==> config.mk <==
export PLATFORM = sky130hd
export DESIGN_NAME = program_loader
export DESIGN_NICKNAME = d
export VERILOG_FILES = /design/src/rtl/program_loader_pkg.sv /design/src/rtl/byte_word_packer.sv /design/src/rtl/program_loader.sv
export SDC_FILE = /design/constraint.sdc
export NUM_CORES = 1
export LEC_CHECK = 0
export CORE_MARGIN = 2
export CORE_UTILIZATION = 60
export DETAILED_ROUTE_END_ITERATION = 7
export GPL_ROUTABILITY_DRIVEN = 0
export PLACE_DENSITY_LB_ADDON = 0.2
export RECOVER_POWER = 25
export SLEW_MARGIN = 15
export SYNTH_ARGS = -nofsm -noshare
export SYNTH_HDL_FRONTEND = slang
export SYNTH_SLANG_ARGS = --single-unit
==> constraint.sdc <==
create_clock -name clk_70_mhz -period 9.53 [get_ports clk_70_mhz]
set_clock_uncertainty 0.1 [all_clocks]
set_input_delay 1.906 -clock clk_70_mhz [delete_from_list [all_inputs] [get_ports clk_70_mhz]]
set_output_delay 1.906 -clock clk_70_mhz [all_outputs]
set_load 0.05 [all_outputs]
==> src/rtl/program_loader_pkg.sv <==
// rtl/program_loader_pkg.sv - shared types and constants for the program memory loader
package program_loader_pkg;

   typedef enum logic [2:0] {
      IDLE,
      LEN_LO,
      LEN_HI,
      DATA,
      CSUM,
      DONE,
      ERROR
   } state_t;

   localparam int         LEN_W   = 16;
   localparam logic [7:0] CSUM_OK = 8'h00;

   // Number of 32-bit words that fit in a byte-addressed memory of addr_w bits
   function automatic int max_words(input int addr_w);
      return (1 << addr_w) / 4;
   endfunction

   localparam int MAX_WORDS = max_words(12);

endpackage

==> src/rtl/byte_word_packer.sv <==
// rtl/byte_word_packer.sv - packs accepted bytes little-endian into 32-bit words
module byte_word_packer
   import program_loader_pkg::*;
(
   input  logic        clk_i,
   input  logic        rst_i,
   input  logic [7:0]  byte_i,
   input  logic        accept_i,
   input  logic        clear_i,
   output logic [31:0] word_o,
   output logic        word_valid_o
);

   logic [1:0]  lane_q, lane_d;
   logic [31:0] shreg_q, shreg_d;

   // Bytes shift in from the top so the first byte ends up in bits [7:0]
   always_comb begin
      lane_d  = lane_q;
      shreg_d = shreg_q;
      if (clear_i) begin
         lane_d  = 2'd0;
         shreg_d = 32'd0;
      end else if (accept_i) begin
         lane_d  = lane_q + 2'd1;
         shreg_d = {byte_i, shreg_q[31:8]};
      end
   end

   // Lane counter and shift register state
   always_ff @(posedge clk_i or posedge rst_i) begin
      if (rst_i) begin
         lane_q  <= 2'd0;
         shreg_q <= 32'd0;
      end else begin
         lane_q  <= lane_d;
         shreg_q <= shreg_d;
      end
   end

   // The completed word is presented in the same cycle as its 4th byte
   assign word_valid_o = accept_i & ~clear_i & (lane_q == 2'd3);
   assign word_o       = {byte_i, shreg_q[31:8]};

endmodule

==> src/rtl/program_loader.sv <==
// rtl/program_loader.sv - framed byte stream to program memory writer with core hold
module program_loader
   import program_loader_pkg::*;
#(
   parameter int ADDR_W = 12
) (
   input  logic              clk_70_mhz,
   input  logic              rst,
   input  logic              start,
   input  logic [7:0]        s_data,
   input  logic              s_valid,
   output logic              s_ready,
   output logic              pm_wr_en,
   output logic [ADDR_W-1:0] pm_wr_addr,
   output logic [31:0]       pm_wr_data,
   output logic              core_hold,
   output logic              load_done,
   output logic              load_error
);

   // Widened by one bit so a 16-bit length can be compared without overflow
   localparam logic [LEN_W:0] MAX_W = (LEN_W+1)'(max_words(ADDR_W));

   state_t              state_q;
   logic [LEN_W-1:0]    len_q;
   logic [LEN_W-1:0]    wcnt_q;
   logic [7:0]          sum_q;
   logic                s_ready_q;
   logic                pm_wr_en_q;
   logic [ADDR_W-1:0]   pm_wr_addr_q;
   logic [31:0]         pm_wr_data_q;
   logic                core_hold_q;
   logic                load_done_q;
   logic                load_error_q;

   logic                xfer;
   logic                start_ok;
   logic [7:0]          sum_d;
   logic [LEN_W-1:0]    len_d;
   logic [31:0]         word;
   logic                word_valid;

   assign xfer     = s_valid & s_ready_q;
   assign start_ok = start & ((state_q == IDLE) | (state_q == DONE) | (state_q == ERROR));
   assign sum_d    = sum_q + s_data;
   assign len_d    = {s_data, len_q[7:0]};

   byte_word_packer u_packer (
      .clk_i        (clk_70_mhz),
      .rst_i        (rst),
      .byte_i       (s_data),
      .accept_i     (xfer & (state_q == DATA)),
      .clear_i      (start_ok),
      .word_o       (word),
      .word_valid_o (word_valid)
   );

   // Frame FSM with counters, checksum and registered write-port/status outputs
   always_ff @(posedge clk_70_mhz or posedge rst) begin
      if (rst) begin
         state_q      <= IDLE;
         len_q        <= '0;
         wcnt_q       <= '0;
         sum_q        <= 8'd0;
         s_ready_q    <= 1'b0;
         pm_wr_en_q   <= 1'b0;
         pm_wr_addr_q <= '0;
         pm_wr_data_q <= 32'd0;
         core_hold_q  <= 1'b1;
         load_done_q  <= 1'b0;
         load_error_q <= 1'b0;
      end else begin
         pm_wr_en_q <= 1'b0;
         if (word_valid) begin
            pm_wr_en_q   <= 1'b1;
            pm_wr_addr_q <= {wcnt_q[ADDR_W-3:0], 2'b00};
            pm_wr_data_q <= word;
            wcnt_q       <= wcnt_q + 1'b1;
         end

         case (state_q)
            IDLE, DONE, ERROR: begin
               if (start) begin
                  state_q      <= LEN_LO;
                  s_ready_q    <= 1'b1;
                  core_hold_q  <= 1'b1;
                  load_done_q  <= 1'b0;
                  load_error_q <= 1'b0;
                  sum_q        <= 8'd0;
                  wcnt_q       <= '0;
               end
            end
            LEN_LO: begin
               if (xfer) begin
                  len_q[7:0] <= s_data;
                  sum_q      <= sum_d;
                  state_q    <= LEN_HI;
               end
            end
            LEN_HI: begin
               if (xfer) begin
                  len_q <= len_d;
                  sum_q <= sum_d;
                  if ({1'b0, len_d} > MAX_W) begin
                     state_q      <= ERROR;
                     s_ready_q    <= 1'b0;
                     load_error_q <= 1'b1;
                  end else if (len_d == '0) begin
                     state_q <= CSUM;
                  end else begin
                     state_q <= DATA;
                  end
               end
            end
            DATA: begin
               if (xfer) begin
                  sum_q <= sum_d;
                  if (word_valid && ((wcnt_q + 1'b1) == len_q)) begin
                     state_q <= CSUM;
                  end
               end
            end
            CSUM: begin
               if (xfer) begin
                  s_ready_q <= 1'b0;
                  if (sum_d == CSUM_OK) begin
                     state_q     <= DONE;
                     load_done_q <= 1'b1;
                     core_hold_q <= 1'b0;
                  end else begin
                     state_q      <= ERROR;
                     load_error_q <= 1'b1;
                  end
               end
            end
            default: begin
               state_q   <= IDLE;
               s_ready_q <= 1'b0;
            end
         endcase
      end
   end

   assign s_ready    = s_ready_q;
   assign pm_wr_en   = pm_wr_en_q;
   assign pm_wr_addr = pm_wr_addr_q;
   assign pm_wr_data = pm_wr_data_q;
   assign core_hold  = core_hold_q;
   assign load_done  = load_done_q;
   assign load_error = load_error_q;

endmodule

==> impl_metrics.py, run 1 <==
metrics = {
    "run_status": {
        "outcome": "finished with violations",
        "violations": "max-capacitance violations, max-slew violations",
    },
    "die": {
        "core_area_mm2": 0.00920,
        "die_h_um": 101,
        "rows": 35,
        "initial_core_util": 0.617,
        "io_pins": 61,
        "die_w_um": 101,
        "die-area_mm2": 0.0103,
    },
    "global_route": {
        "overflow": 0,
        "grt_pass1_wl_um": 23400,
        "grt_usage": 0.297,
        "grt_pass1_vias": 4774,
        "grt_max_degree": 65,
        "antenna_found_initial": 0,
    },
    "timing": {
        "fin_crit_sh": 0.639,
        "hold_viol": 0,
        "tightest_slew_ns": 2.43,
        "max_freq_mhz": 164,
        "drv_slew": 109,
        "setup_viol": 0,
        "period_needed_ns": 6.09,
        "relSlewSlack": -0.631,
        "tns_ns": 0,
        "rsz0062_at_grt": "false",
        "setup_ws_ns": 3.44,
    },
    "worst_setup_path": {
        "rr_endpoint": "state_q[0]",
        "ff2ff_setup_slack_ns": 4.87,
        "required_ns": 9.84,
        "reg2regPathDepth": 9,
        "start_kind": "input pin",
        "crit-reg2reg-launch": "state_q[1]",
        "cp-endpoint": "state_q[0]",
        "cp_max_fo": 54,
        "crit_path_start": "s_valid",
        "critPathCaptureType": "flop",
        "worst-setup-path-type": "in -> reg",
        "arrival_ns": 6.40,
    },
    "synthesis": {
        "synth_edf_count": 0,
        "synth_area_mm2": 0.00568,
        "seq_area_frac_synth": 0.512,
        "ys_types": 64,
        "ys_warn_count": 0,
        "synth_ff_type": "dfrtp_1",
        "synth_top_area_share": 0.507,
        "yosysTopAreaCell": "dfrtp_1",
        "synth_area_leaders": "dfrtp_1 (51%), nand2_1 (14%), xnor2_1 (4.5%)",
        "async_reset_ff_frac": 1.00,
        "ys_seq_elements": 116,
        "avgSynthCellArea_um2": 9.07,
        "syn_inst": 626,
    },
    "clock_network": {
        "holdBufCountCts": 0,
        "cts.path.max_buffers": 2,
        "htree_num_levels": 4,
        "clk_latency_ns": 0.53,
        "clockRootBuffer": "clkbuf_8",
        "cts.clk_slew.worst_paths_ns": 0.06,
        "cts_buffers": 17,
        "clkSinkCount": 116,
        "postCtsSetupRepairBufs": 0,
        "cts_tree": "built",
        "cts.repair.resized": 0,
    },
    "power": {
        "peakVddDrop_mv": 0.195,
        "power_density_mw_per_mm2": 261,
        "leakage_nw": 3.13,
        "totalPowerFinal_w": 0.00181,
    },
    "layout": {
        "drive_gt1_frac": 0.0943,
        "fillCellCount": 635,
        "antenna_cells": 0,
        "synthToLayoutAreaGrowth_pct": 22.4,
        "nets": 698,
    },
    "worst_hold_path": {
        "hp-class": "reg -> reg",
    },
    "place": {
        "port_buffers": 58,
        "dp_hpwl_um": 8730,
        "dp_slack_ns": 4.37,
    },
    "drt": {
        "firstDrtPassIters": 7,
        "dr_total_vias": 4799,
        "routedWlPerCell_um": 17.6,
        "wl_um": 14100,
        "dr.first_iter.drc_count": 383,
        "ant_nets": 0,
        "viasPerCell": 6.00,
        "drcViolationCount": 0,
    },
    "flow_run": {
        "drv_cap": 2,
    },
}
## state kept, by name, summed over array words and instances, names as in the netlist
register	flops
core_hold	1
len_q	16
load_done	1
load_error	1
pm_wr_addr	10
pm_wr_data	32
pm_wr_en	1
s_ready	1
state_q	3
sum_q	8
u_packer.lane_q	2
u_packer.shreg_q	24
wcnt_q	16
## worst min-delay path by stage
stage | from | to | slack [ns] | cells after the start
floorplan | u_packer.shreg_q[8] | pm_wr_data[0] | 0.34 | 2
global placement | core_hold | core_hold | 0.35 | 2
detailed placement | u_packer.shreg_q[14] | pm_wr_data[6] | 0.35 | 2
CTS | core_hold | core_hold | 0.37 | 2
global route | core_hold | core_hold | 0.39 | 2
finish | core_hold | core_hold | 0.37 | 2
## cell usage after synthesis (2+ instances only)
master    number
nand2_1      209
dfrtp_1      115
o21ai_0       42
nor2_1        32
xnor2_1       29
clkbuf_1      19
mux2_2        16
nand3_1       14
a21oi_1       12
inv_1         11
xor2_1        10
ha_1           9
nand4_1        9
nor3_1         9
nor4_1         8
o211ai_1       5
or3_1          5
a31oi_1        4
buf_1          4
buf_2          4
buf_4          4
nor2b_1        3
o21a_1         3
or4_1          3
a21o_1         2
a22oi_1        2
a31o_2         2
and2_1         2
nand2b_1       2
nor3b_1        2
o22ai_1        2
## cell families (layout without fill, tap and decap cells)
group                      after synthesis  after routing  share of synthesized area
and+or+nand+nor                        309            309                      0.236
DFF                                    116            116                      0.512
AOI/OAI and AO/OA                       89             89                     0.0974
buffers and inverters                   44            106                     0.0333
xor gates and xnor gates                40             40                     0.0642
muxes                                   17             17                     0.0335
adders and majority gates               10             10                     0.0234
other                                    1              2                   0.000661
## per-layer routing
metal	part of all wire	wire, um	global-route usage
met1	0.41	5760	0.371
met2	0.49	6920	0.488
met4	0.038	529	0.147
met5	0	0	0
met3	0.062	881	0.0683
## area by class of cell
| type | count | area, um2 | area share |
|---|---|---|---|
| inverters | 12 | 46.3 | 0.00666 |
| multi-input cells | 467 | 2590 | 0.372 |
| flip-flops and latches | 116 | 2900 | 0.418 |
| clock inverters | 14 | 248 | 0.0357 |
| repair buffers | 62 | 607 | 0.0873 |
| well taps | 111 | 139 | 0.0200 |
| clock buffers | 18 | 418 | 0.0601 |
## power breakdown
part           switching (W)  leakage, nW  internal, W
clock               0.000242        0.317     0.000481
sequential         0.0000880         1.57     0.000565
combinational       0.000252         1.24     0.000182
## critical path: stages
cell	delay (ns)
dlygate4sd3_1	0.55
and2_0	0.44
nand3_2	0.15
clkbuf_1	0.86
inv_2	0.99
nand4_1	0.17
a2111oi_0	0.67
nand4_1	0.33
nand2_1	0.20
nand3_1	0.09
## metrics by stage
| stage | instance area (um2) | instances | util | hold WS [ns] |
|---|---|---|---|---|
| final | 6950 | 800 | 0.756 | 0.372 |
| after global routing | 6950 | 800 | 0.756 | 0.386 |
| after CTS | 6960 | 800 | 0.757 | 0.370 |
| after detailed placement | 6290 | 768 | 0.684 | 0.351 |
| after global placement | 6290 | 768 | 0.684 | 0.351 |
| after floorplan | 5680 | 627 | - | 0.339 |
## cells in the final DEF (no fill, tap or decap), types with 12 or more instances in the layout
master	count
dfrtp_1	115
nand3_1	14
a21oi_1	12
clkdlybuf4s50_1	55
nor2_1	32
mux2_2	16
xnor2_1	29
o21ai_0	42
clkbuf_16	16
nand2_1	209
(Power assumes the default switching activity.)
==> run 2, diff against run 1 <==
- CORE_UTILIZATION: 60 -> 57
- clock period: 9.53 -> 5.8 ns (I/O delays scaled with it)
==> impl_metrics.py, run 2 (synthesized netlist as in run 1, its figures left out) <==
metrics = {
    "run_status": {
        "outcome": "completed",
    },
    "power": {
        "peakVddDrop_mv": 0.263,
        "swShare": 0.321,
        "leakage_nw": 3.14,
        "p_switching_w": 0.000940,
        "cellInternalPower_w": 0.00199,
        "seqPwrFrac": 0.368,
        "combPwrFrac": 0.240,
        "power_density_mw_per_mm2": 419,
        "power_frac_clock": 0.392,
    },
    "worst_setup_path": {
        "reg2regPathDepth": 9,
        "required_ns": 6.15,
        "arrival_ns": 4.03,
        "crit-reg2reg-launch": "state_q[1]",
        "critPathCaptureType": "flop",
        "cp_max_fo": 6,
        "worst-setup-path-type": "in -> reg",
        "ff2ff_setup_slack_ns": 2.88,
        "start_kind": "input pin",
        "rr_endpoint": "wcnt_q[11]",
    },
    "clock_network": {
        "cts_buffers": 17,
        "postCtsSetupRepairBufs": 0,
        "clkSinkCount": 116,
        "clockRootBuffer": "clkbuf_8",
        "clk_latency_ns": 0.52,
        "cts.repair.resized": 0,
        "cts.clk_slew.worst_paths_ns": 0.06,
        "cts_tree": "built",
        "holdBufCountCts": 0,
        "cts.path.max_buffers": 2,
        "htree_num_levels": 4,
    },
    "die": {
        "die_w_um": 104,
        "die-area_mm2": 0.0108,
        "rows": 36,
        "initial_core_util": 0.583,
        "die_h_um": 104,
        "io_pins": 61,
        "core_area_mm2": 0.00973,
    },
    "place": {
        "dp_hpwl_um": 8650,
        "placed_area_mm2": 0.00633,
        "port_buffers": 58,
        "dp_slack_ns": 1.60,
    },
    "layout": {
        "final_common_cell": "nand2_1",
        "antenna_cells": 0,
        "nets": 699,
        "finalInstanceArea_mm2": 0.00698,
        "drive_gt1_frac": 0.100,
        "fillCellCount": 718,
        "mostFrequentLayoutCells": "nand2_1 (209), dfrtp_1 (115), clkdlybuf4s50_1 (57), o21ai_0 (42), nor2_1 (32)",
        "regArea_mm2": 0.00290,
        "multiInputGateArea_mm2": 0.00259,
        "synthToLayoutAreaGrowth_pct": 23.0,
        "largest_reg_flops": 32,
    },
    "worst_hold_path": {
        "hp-start": "core_hold",
        "hp-class": "reg -> reg",
        "min_path_cells": 2,
        "hold_end": "core_hold",
    },
    "drt": {
        "ant_nets": 0,
        "routedWlPerCell_um": 16.1,
        "wl_met2_um": 6480,
        "drcViolationCount": 0,
        "dr.first_iter.drc_count": 373,
        "wl_met3_um": 796,
        "wl_um": 13200,
        "viasPerCell": 5.72,
        "firstDrtPassIters": 5,
        "maxUsedRoutingLayer": "met4",
        "met1Wirelength_um": 5620,
        "dr_total_vias": 4709,
    },
    "flow_run": {
        "drv_cap": 0,
    },
    "global_route": {
        "grt_usage": 0.253,
        "grt_pass1_vias": 4460,
        "antenna_found_initial": 0,
        "overflow": 0,
        "grt_pass1_wl_um": 21900,
        "grt_max_degree": 94,
    },
    "timing": {
        "tightest_slew_ns": 0.900,
        "max_freq_mhz": 272,
        "rsz0062_at_grt": "false",
        "relSlewSlack": 0.398,
        "period_needed_ns": 3.68,
        "drv_slew": 0,
        "setup_ws_ns": 2.12,
        "tns_ns": 0,
        "hold_viol": 0,
        "fin_crit_sh": 0.634,
        "setup_viol": 0,
    },
}
[run 2: stage by stage]
step           power [W]  cells  hold slack (ns)  utilization
2_1_floorplan    0.00160    627            0.339            -
6_report         0.00293    823            0.365        0.718
3_5_place_dp     0.00178    791            0.357        0.650
3_3_place_gp     0.00175    791            0.350        0.650
4_1_cts          0.00292    823            0.368        0.717
5_1_grt          0.00306    823            0.391        0.718
[run 2: critical path, cell delays in order]
cell and delay [ns]:
clkdlybuf4s50_1 0.51, ha_1 0.30, fa_1 0.41, a21oi_1 0.24
o21a_1 0.19, o311ai_1 0.12, nor4_2 0.36, a31oi_1 0.14
or4_1 0.51, nand3_1 0.09
[run 2: final cells by class]
type	count	area share
multi-input combinational	467	0.371
sequential	116	0.416
clock buffer	18	0.0613
inverter	12	0.00717
tap	133	0.0238
timing repair buffer	63	0.0885
clock inverter	14	0.0323
[run 2: worst max path at each step]
stage	startpoint	endpoint	slack [ns]	cells after the start
2_1_floorplan	rst	len_q[0]	1.47	1
4_1_cts	s_data[0]	state_q[0]	2.15	10
3_3_place_gp	s_data[0]	state_q[0]	1.70	10
3_5_place_dp	s_data[0]	state_q[0]	1.60	10
6_report	s_data[0]	state_q[0]	2.12	10
5_1_grt	s_data[0]	state_q[0]	1.96	10
[run 2: routing by layer]
layer,up-vias,GRT usage
li1,2202,-
met1,2295,0.336
met2,178,0.409
met3,34,0.0579
met4,0,0.0975
met5,-,0
[run 2: power groups by stage]
stage	Combinational, W	Sequential (W)	Clock [W]
6_report	0.000703	0.00108	0.00115
5_1_grt	0.000775	0.00109	0.00120
4_1_cts	0.000696	0.00107	0.00115
3_5_place_dp	0.000690	0.00109	0
3_3_place_gp	0.000666	0.00108	0
2_1_floorplan	0.000556	0.00105	0
==> run 3, diff against run 2 <==
- clock period: 5.8 -> 3.85 ns (I/O delays scaled with it)
==> impl_metrics.py, run 3 (synthesized netlist as in run 1, its figures left out) <==
metrics = {
    "timing": {
        "hold_viol": 0,
        "rsz0062_at_grt": "false",
        "max_freq_mhz": 314,
        "fin_crit_sh": 0.826,
        "tightest_slew_ns": 0.850,
        "period_needed_ns": 3.18,
        "relSlewSlack": 0.432,
        "drv_slew": 0,
        "setup_viol": 0,
        "tns_ns": 0,
    },
    "clock_network": {
        "htree_num_levels": 4,
        "postCtsSetupRepairBufs": 0,
        "holdBufCountCts": 0,
        "clk_latency_ns": 0.51,
        "clockRootBuffer": "clkbuf_8",
        "cts.repair.resized": 0,
        "cts.clk_slew.worst_paths_ns": 0.05,
        "cts.path.max_buffers": 2,
        "cts_buffers": 17,
        "clkSinkCount": 116,
        "cts_tree": "built",
    },
    "worst_hold_path": {
        "hp-class": "reg -> reg",
    },
    "worst_setup_path": {
        "required_ns": 4.20,
        "start_kind": "input pin",
        "critPathCaptureType": "flop",
        "cp_max_fo": 3,
        "arrival_ns": 3.53,
        "worst-setup-path-type": "in -> reg",
    },
    "power": {
        "leakage_nw": 3.17,
        "seqPwrFrac": 0.369,
        "peakVddDrop_mv": 0.427,
        "power_density_mw_per_mm2": 622,
        "combPwrFrac": 0.247,
        "power_frac_clock": 0.384,
        "swShare": 0.312,
        "p_switching_w": 0.00136,
        "cellInternalPower_w": 0.00301,
    },
    "global_route": {
        "overflow": 0,
        "grt_pass1_wl_um": 21900,
        "antenna_found_initial": 0,
        "grt_usage": 0.255,
        "grt_max_degree": 117,
        "grt_pass1_vias": 4455,
    },
    "drt": {
        "firstDrtPassIters": 5,
        "dr.first_iter.drc_count": 293,
        "wl_um": 13100,
        "dr_total_vias": 4585,
        "drcViolationCount": 0,
        "viasPerCell": 5.52,
        "ant_nets": 0,
        "routedWlPerCell_um": 15.7,
    },
    "run_status": {
        "outcome": "completed",
    },
    "layout": {
        "nets": 707,
        "antenna_cells": 0,
        "mostFrequentLayoutCells": "nand2_1 (209), dfrtp_1 (115), clkdlybuf4s50_1 (57), o21ai_0 (42), nor2_1 (32)",
        "final_common_cell": "nand2_1",
        "finalInstanceArea_mm2": 0.00703,
        "largest_reg_flops": 32,
        "drive_gt1_frac": 0.105,
        "synthToLayoutAreaGrowth_pct": 23.8,
    },
    "place": {
        "dp_hpwl_um": 8610,
        "port_buffers": 58,
        "placed_area_mm2": 0.00640,
    },
    "flow_run": {
        "drv_cap": 0,
    },
    "die": {
        "die-area_mm2": 0.0108,
        "die_w_um": 104,
        "die_h_um": 104,
        "rows": 36,
        "initial_core_util": 0.583,
        "core_area_mm2": 0.00973,
        "io_pins": 61,
    },
}
==> run 3: changes by cell type in the layout (fill, tap and decap cells not counted), sizes merged <==
cell	change
clkbuf	+4
clkinv	-1
inv	-4
buf	+8
==> run 3: area by class of cell <==
cell class | count | area [um2]
Sequential cell | 116 | 2900
Fill cell | 750 | 2700
Multi-Input combinational cell | 467 | 2590
Timing Repair Buffer | 71 | 691
Clock buffer | 22 | 453
Clock inverter | 9 | 176
Tap cell | 133 | 166
Inverter | 12 | 46.3
==> run 3: per-layer routing <==
layer	GRT usage	vias up	part of all wire
met5	0	-	0
met1	0.336	2203	0.44
met2	0.418	132	0.50
met4	0.0956	0	0.020
li1	-	2226	-
met3	0.0566	24	0.044
==> run 3: worst max-delay path, cell delays in order <==
cell	delay, ns
clkdlybuf4s50_1	0.44
ha_1	0.27
fa_1	0.41
a21oi_1	0.22
o21a_1	0.19
o311ai_1	0.12
nor4_2	0.35
a31oi_1	0.15
or4_1	0.51
nand3_1	0.10
==> run 3: power by group through the flow <==
stage               sequential (W)  clock [W]  combinational [W]
detailed placement         0.00162          0            0.00106
floorplan                  0.00157          0           0.000839
finish                     0.00161    0.00168            0.00108
CTS                        0.00160    0.00170            0.00108
global route               0.00163    0.00175            0.00119
global placement           0.00161          0            0.00102
==> run 3: final timing paths <==
kind | startpoint | end | slack [ns] | depth (start not counted)
min reg2reg | core_hold | core_hold | 0.36 | 2
max reg2reg | wcnt_q[0] | state_q[0] | 0.86 | 8
max in group asynchronous | rst | wcnt_q[8] | 2.36 | 3
min | core_hold | core_hold | 0.36 | 2
max | s_data[0] | state_q[0] | 0.67 | 10
min in group asynchronous | rst | sum_q[0] | 0.78 | 3
==> run 3: per-stage QoR <==
step,util,setup WS [ns],instances,hold slack (ns),power (W)
2_1_floorplan,-,0.834,627,0.339,0.00241
3_3_place_gp,0.658,0.228,799,0.350,0.00263
3_5_place_dp,0.658,0.167,799,0.352,0.00268
4_1_cts,0.723,0.698,830,0.359,0.00437
5_1_grt,0.722,0.504,830,0.367,0.00458
6_report,0.722,0.669,830,0.358,0.00437
==> patch 1 (settings of run 3) <==
Take the reset off `shreg_q` and load it in a clocked block of its own.
--- a/src/rtl/byte_word_packer.sv
+++ b/src/rtl/byte_word_packer.sv
@@ -31,11 +31,13 @@
    always_ff @(posedge clk_i or posedge rst_i) begin
       if (rst_i) begin
          lane_q  <= 2'd0;
-         shreg_q <= 32'd0;
       end else begin
          lane_q  <= lane_d;
-         shreg_q <= shreg_d;
       end
+   end
+
+   always_ff @(posedge clk_i) begin
+      shreg_q <= shreg_d;
    end
 
    // The completed word is presented in the same cycle as its 4th byte
Function: same outputs for any inputs over 4 cycles, from zero or initial values and one cycle with rst high; that may be too few to reach the edited logic, so the function may still have changed.
==> patch 1 against run 3 <==
  * The run now ends with max-capacitance violations left
  * Area after synthesis fell by 2.7%
  * Setup slack got worse by 44 ps
  * Register-to-register slack improved by 50 ps
  * Critical endpoint unchanged
  * Total power fell by 0.60%
  * Sequential share of layout area fell by 0.38 points
  * Utilization rose by 0.66 points
  * Routed wire length rose by 2.7%
  * Sequential power rose by 4%
  * Final area fell by 3.3%
  * Highest routed layer unchanged
  * Clock power fell by 4%
  * Sequential cell count did not move
==> patch 1: results (changes against run 3) <==
[hold_path]
hold_start=u_packer.shreg_q[8]$_SDFFE_PP0P_
min_path_cells=2  ; unchanged
min_path_type=flop to flop
holdPathEnd=pm_wr_data[0]$_DFFE_PP0N_

[placed_design]
pre_cts_ws_ps=231  ; +64.2 ps
dpl.hpwl_microns=8550  ; -0.73%

[synthesis]
async_reset_ff_share_pct=79.3  ; -21 points
synth_cell_types=53  ; -17%
yosys-top-cells-count=201 x nand2_1, 91 x dfrtp_1, 43 x o21ai_0, 33 x nor2_1, 30 x clkbuf_1
ys_top_cells_by_area=dfrtp_1 41%, nand2_1 14%, dfxtp_1 8.7%
ys_seq_area_share_pct=50.4  ; -0.74 points

[final_layout]
drive_gt1_share_pct=10.5  ; -0.017 points
fill_cells=680  ; -9.3%
num-nets-final=688  ; -2.7%

[critical_path]
ff2ff_setup_slack_ps=910  ; +50 ps
path_max_fanout=6  ; +3
critPathCapture=state_q[0]$_DFFE_PP0P_
worstReg2RegEnd=state_q[1]$_DFFE_PP0P_

[clock_network]
cts_buffer_depth=2  ; unchanged
clkTransAtPathRegs_ps=70  ; +20 ps
clockRootBuffer=clkbuf_8

[drt]
vias=4683  ; +2.1%
drt_iter0_markers=251  ; -14%
wl_met1_microns=5640  ; -1.5%
routed-wl-met2_microns=6250  ; -3.8%
met3RoutedLength_microns=922  ; +61%
wl_microns=13400  ; +2.7%
dr.pass1.iters=6  ; +1

[grt]
global_route.usage.total_pct=28.2  ; +2.6 points
grt_first_pass_wirelength_microns=22600  ; +3.5%
grt_max_degree=62  ; -47%
met2_usage_pct=43.6  ; +1.8 points
grt_util_met3_pct=6.02  ; +0.36 points
grt_use_met1_pct=37.0  ; +3.3 points
grt_pass1_vias=4658  ; +4.6%

[run_status]
violations=max-capacitance violations
status=finished, violations left

[pwr]
ir_drop_uv=493  ; +16%
leakage_nw=3.03  ; -4.4%

[timing]
layout_setup_ws_ps=626  ; -43.7 ps
finalSetupViolations=0  ; unchanged
worstMarginPinSlew_ps=1470  ; +619 ps

[run]
maxCapViolCount=1  ; +1

[patch 1: cell count changes in the layout (fill, tap and decap cells not counted), sizes merged, moves of 6 or more]
| cell | before | now |
|---|---|---|
| nand3 | 15 | 9 |
| nor4 | 9 | 3 |
| dfxtp | 0 | 24 |
| nand2 | 209 | 201 |
| o22ai | 2 | 9 |
| dfrtp | 115 | 91 |
[patch 1: report_power, final]
part	leakage, nW	switching, mW	internal, mW
Combinational	1.31	0.616	0.434
Sequential	1.43	0.239	1.43
Clock	0.296	0.620	1.00
Total	3.03	1.48	2.87
[patch 1: kinds of logic (layout without fill, tap and decap cells)]
family	after synthesis	count (layout)	share of synthesized area [%]
AND/OR/NAND/NOR	294	294	24.2
flip-flops	116	116	50.4
AO/OA/AOI/OAI	94	94	10.0
buffers and inverters	49	109	3.69
XOR/XNOR	39	39	6.19
multiplexers	15	15	3.06
adder cells (fa/ha/maj)	10	10	2.40
other	1	2	0.0679
[patch 1: layout make-up]
cell class                 instances  area [sq um]  share of cell area [%]
clock buffer                      17           414                    6.09
timing repair buffer              66           666                    9.79
multi-input combinational        454          2540                    37.3
sequential                       116          2780                    40.9
tap                              129           161                    2.37
inverter                          11          42.5                   0.626
clock inverter                    15           193                    2.83
[patch 1: worst max-delay path, stage by stage]
cell and delay, ps:
clkdlybuf4s50_1 510, ha_1 280, fa_1 410, a211oi_1 300
o21bai_1 140, a21oi_1 190, xor2_1 220, and4_1 270
a311oi_1 130, nor3_1 290
[patch 1: per-stage QoR]
stage / hold WS (ps) / instances / power [mW] / cell area [sq um]
floorplan: 313 / 619 / 2.37 / 5520
global placement: 327 / 776 / 2.63 / 6190
detailed placement: 329 / 776 / 2.69 / 6190
CTS: 333 / 808 / 4.33 / 6800
global route: 352 / 808 / 4.54 / 6800
finish: 333 / 808 / 4.34 / 6800
==> patch 2 (settings of run 3) <==
Without the edit above. Set the parameter `ADDR_W` to 13 (it was 12).
--- a/src/rtl/program_loader.sv
+++ b/src/rtl/program_loader.sv
@@ -2,7 +2,7 @@
 module program_loader
    import program_loader_pkg::*;
 #(
-   parameter int ADDR_W = 12
+   parameter int ADDR_W = 13
 ) (
    input  logic              clk_70_mhz,
    input  logic              rst,
Interface: changed (resized pm_wr_addr); port bits go from 61 to 62. No check against the original RTL was run, so the function may have changed too.
==> patch 2 against run 3 <==
  * The run now ends with max-capacitance violations, max-slew violations left
  * Final area barely moved
  * Sequential cell count is 1 higher
  * Setup slack worse by 63 ps
  * Count of clock-buffer cells in the layout down 5
  * Total power is 1.9% lower
  * Area after synthesis grew 1.3%
  * Via count rose by 3.8%
  * Routed wire length increased by 4.0%
  * Critical path depth fell by 1
  * Critical endpoint is now state_q[1]$_DFFE_PP0P_
  * Largest cell class unchanged
==> patch 2: results (changes against run 3) <==
[run_status]
status=finished, violations left
violations=max-capacitance violations, max-slew violations

[final_layout]
drive_gt1_share_pct=9.86  ; -0.62 points
fill_cells=716  ; -4.5%
num_antenna_cells=0  ; unchanged
finalCoreUtilization_pct=72.0  ; -0.27 points
instances_no_fill=833  ; +0.36%
num-nets-final=709  ; +0.28%
largest_register_ffs=32  ; unchanged

[critical_path]
path_max_fanout=6  ; +3
critical_path.top_delay_family=compound AO/OA/AOI/OAI gates
rr_worst_depth=8  ; unchanged
timing.rr.start=wcnt_q[0]$_DFF_PP0_
crit_arrival_ps=3550  ; +20 ps
slowest_delay_ps=550  ; +40 ps
ff2ff_setup_slack_ps=940  ; +80 ps
worstReg2RegEnd=state_q[1]$_DFFE_PP0P_
cp_slowest_cell=a2111oi_1

[drt]
drt_iter0_markers=340  ; +16%
wl_microns=13600  ; +4.0%
dr.pass1.iters=5  ; unchanged
viasPerCell=5.71  ; +3.4%

[synthesis]
ys_warn_count=0  ; unchanged
yosys-top-cells-count=205 x nand2_1, 116 x dfrtp_1, 46 x o21ai_0, 33 x nor2_1, 29 x xnor2_1
async_reset_ff_share_pct=100  ; unchanged
muxShareOfSynthArea_pct=3.40  ; +0.045 points
ys_top_cells_by_area=dfrtp_1 51%, nand2_1 13%, xnor2_1 4.4%
synth_compound_area_share_pct=10.1  ; +0.36 points
synth_fa_ha_area_share_pct=2.31  ; -0.030 points
syn_inst=637  ; +1.8%
synth_cell_types=58  ; -9.4%
ys_seq_area_share_pct=51.0  ; -0.21 points
yosys.area_share.xor_xnor_pct=6.09  ; -0.32 points

[hold_path]
hold_start=core_hold$_DFFE_PP1P_
min_path_type=flop to flop
min_path_cells=2  ; unchanged

[clock_network]
cts_buffer_depth=2  ; unchanged
cts_buffers=17  ; unchanged
post_cts_buffers=0  ; unchanged
clockRootBuffer=clkbuf_8
clkTransAtPathRegs_ps=60
cts_resized=0  ; unchanged

[placed_design]
dpl.hpwl_microns=9210  ; +7.0%
pre_cts_ws_ps=117  ; -49.3 ps
portBuffers=59  ; +1.7%
post-place-cells=801  ; +0.25%
place_area_sq_um=6420  ; +0.29%

[grt]
global_route.usage.total_pct=26.6  ; +1.1 points
grt_pass1_vias=4671  ; +4.8%
grt_max_degree=79  ; -32%
grt_first_pass_wirelength_microns=22800  ; +4.5%

[timing]
maxSlewViolCount=119  ; +119
fin_crit_sh_pct=84.2  ; +1.6 points
holdWs_ps=362  ; +4.03 ps
slew_headroom_pct=-42.2  ; -85 points

[run]
maxCapViolCount=2  ; +2

[pwr]
leakage_nw=3.19  ; +0.67%
ir_drop_uv=473  ; +11%

patch 2: cell types whose count changed after synthesis, moves of 3 or more:
| cell | change |
|---|---|
| and3_1 | +3 |
| nand2_1 | -4 |
| o21ai_0 | +4 |
| o32ai_1 | +3 |
| clkbuf_1 | +9 |
patch 2: power breakdown:
part / internal, mW / total, mW / switching [mW]
sequential: 1.39 / 1.60 / 0.203
combinational: 0.469 / 1.07 / 0.598
clock: 1.05 / 1.62 / 0.568
patch 2: how the worst max path moves through the flow:
stage	to	startpoint	depth (start not counted)
floorplan	state_q[1]$_DFFE_PP0P_	s_data[4]	8
global placement	state_q[1]$_DFFE_PP0P_	s_data[0]	10
detailed placement	state_q[1]$_DFFE_PP0P_	s_data[6]	9
CTS	state_q[1]$_DFFE_PP0P_	s_data[6]	9
global route	state_q[1]$_DFFE_PP0P_	s_data[6]	9
finish	state_q[1]$_DFFE_PP0P_	s_data[6]	9
patch 2: worst reg2reg max path, stage by stage (launching register included):
cell and delay (ps):
dfrtp_1 510, ha_1 280, nand3_1 290, nor2_1 310
xnor2_1 120, a2111oi_2 400, o2111ai_1 260, and2_4 240
mux2_4 290
patch 2: cell type report:
type | instances | area share [%]
sequential | 117 | 41.6
multi-input combinational | 472 | 37.2
timing repair buffer | 70 | 9.48
clock inverter | 15 | 2.93
clock buffer | 17 | 5.89
inverter | 9 | 0.534
tap | 133 | 2.37
patch 2: layer usage:
metal  global-route usage [%]  part of all wire [%]  vias to the layer above
li1                         -                     -                     2236
met1                     37.3                    43                     2302
met2                     39.2                    47                      186
met3                     6.89                   6.6                       36
met4                     11.9                   2.8                        0
met5                        0                     0                        -
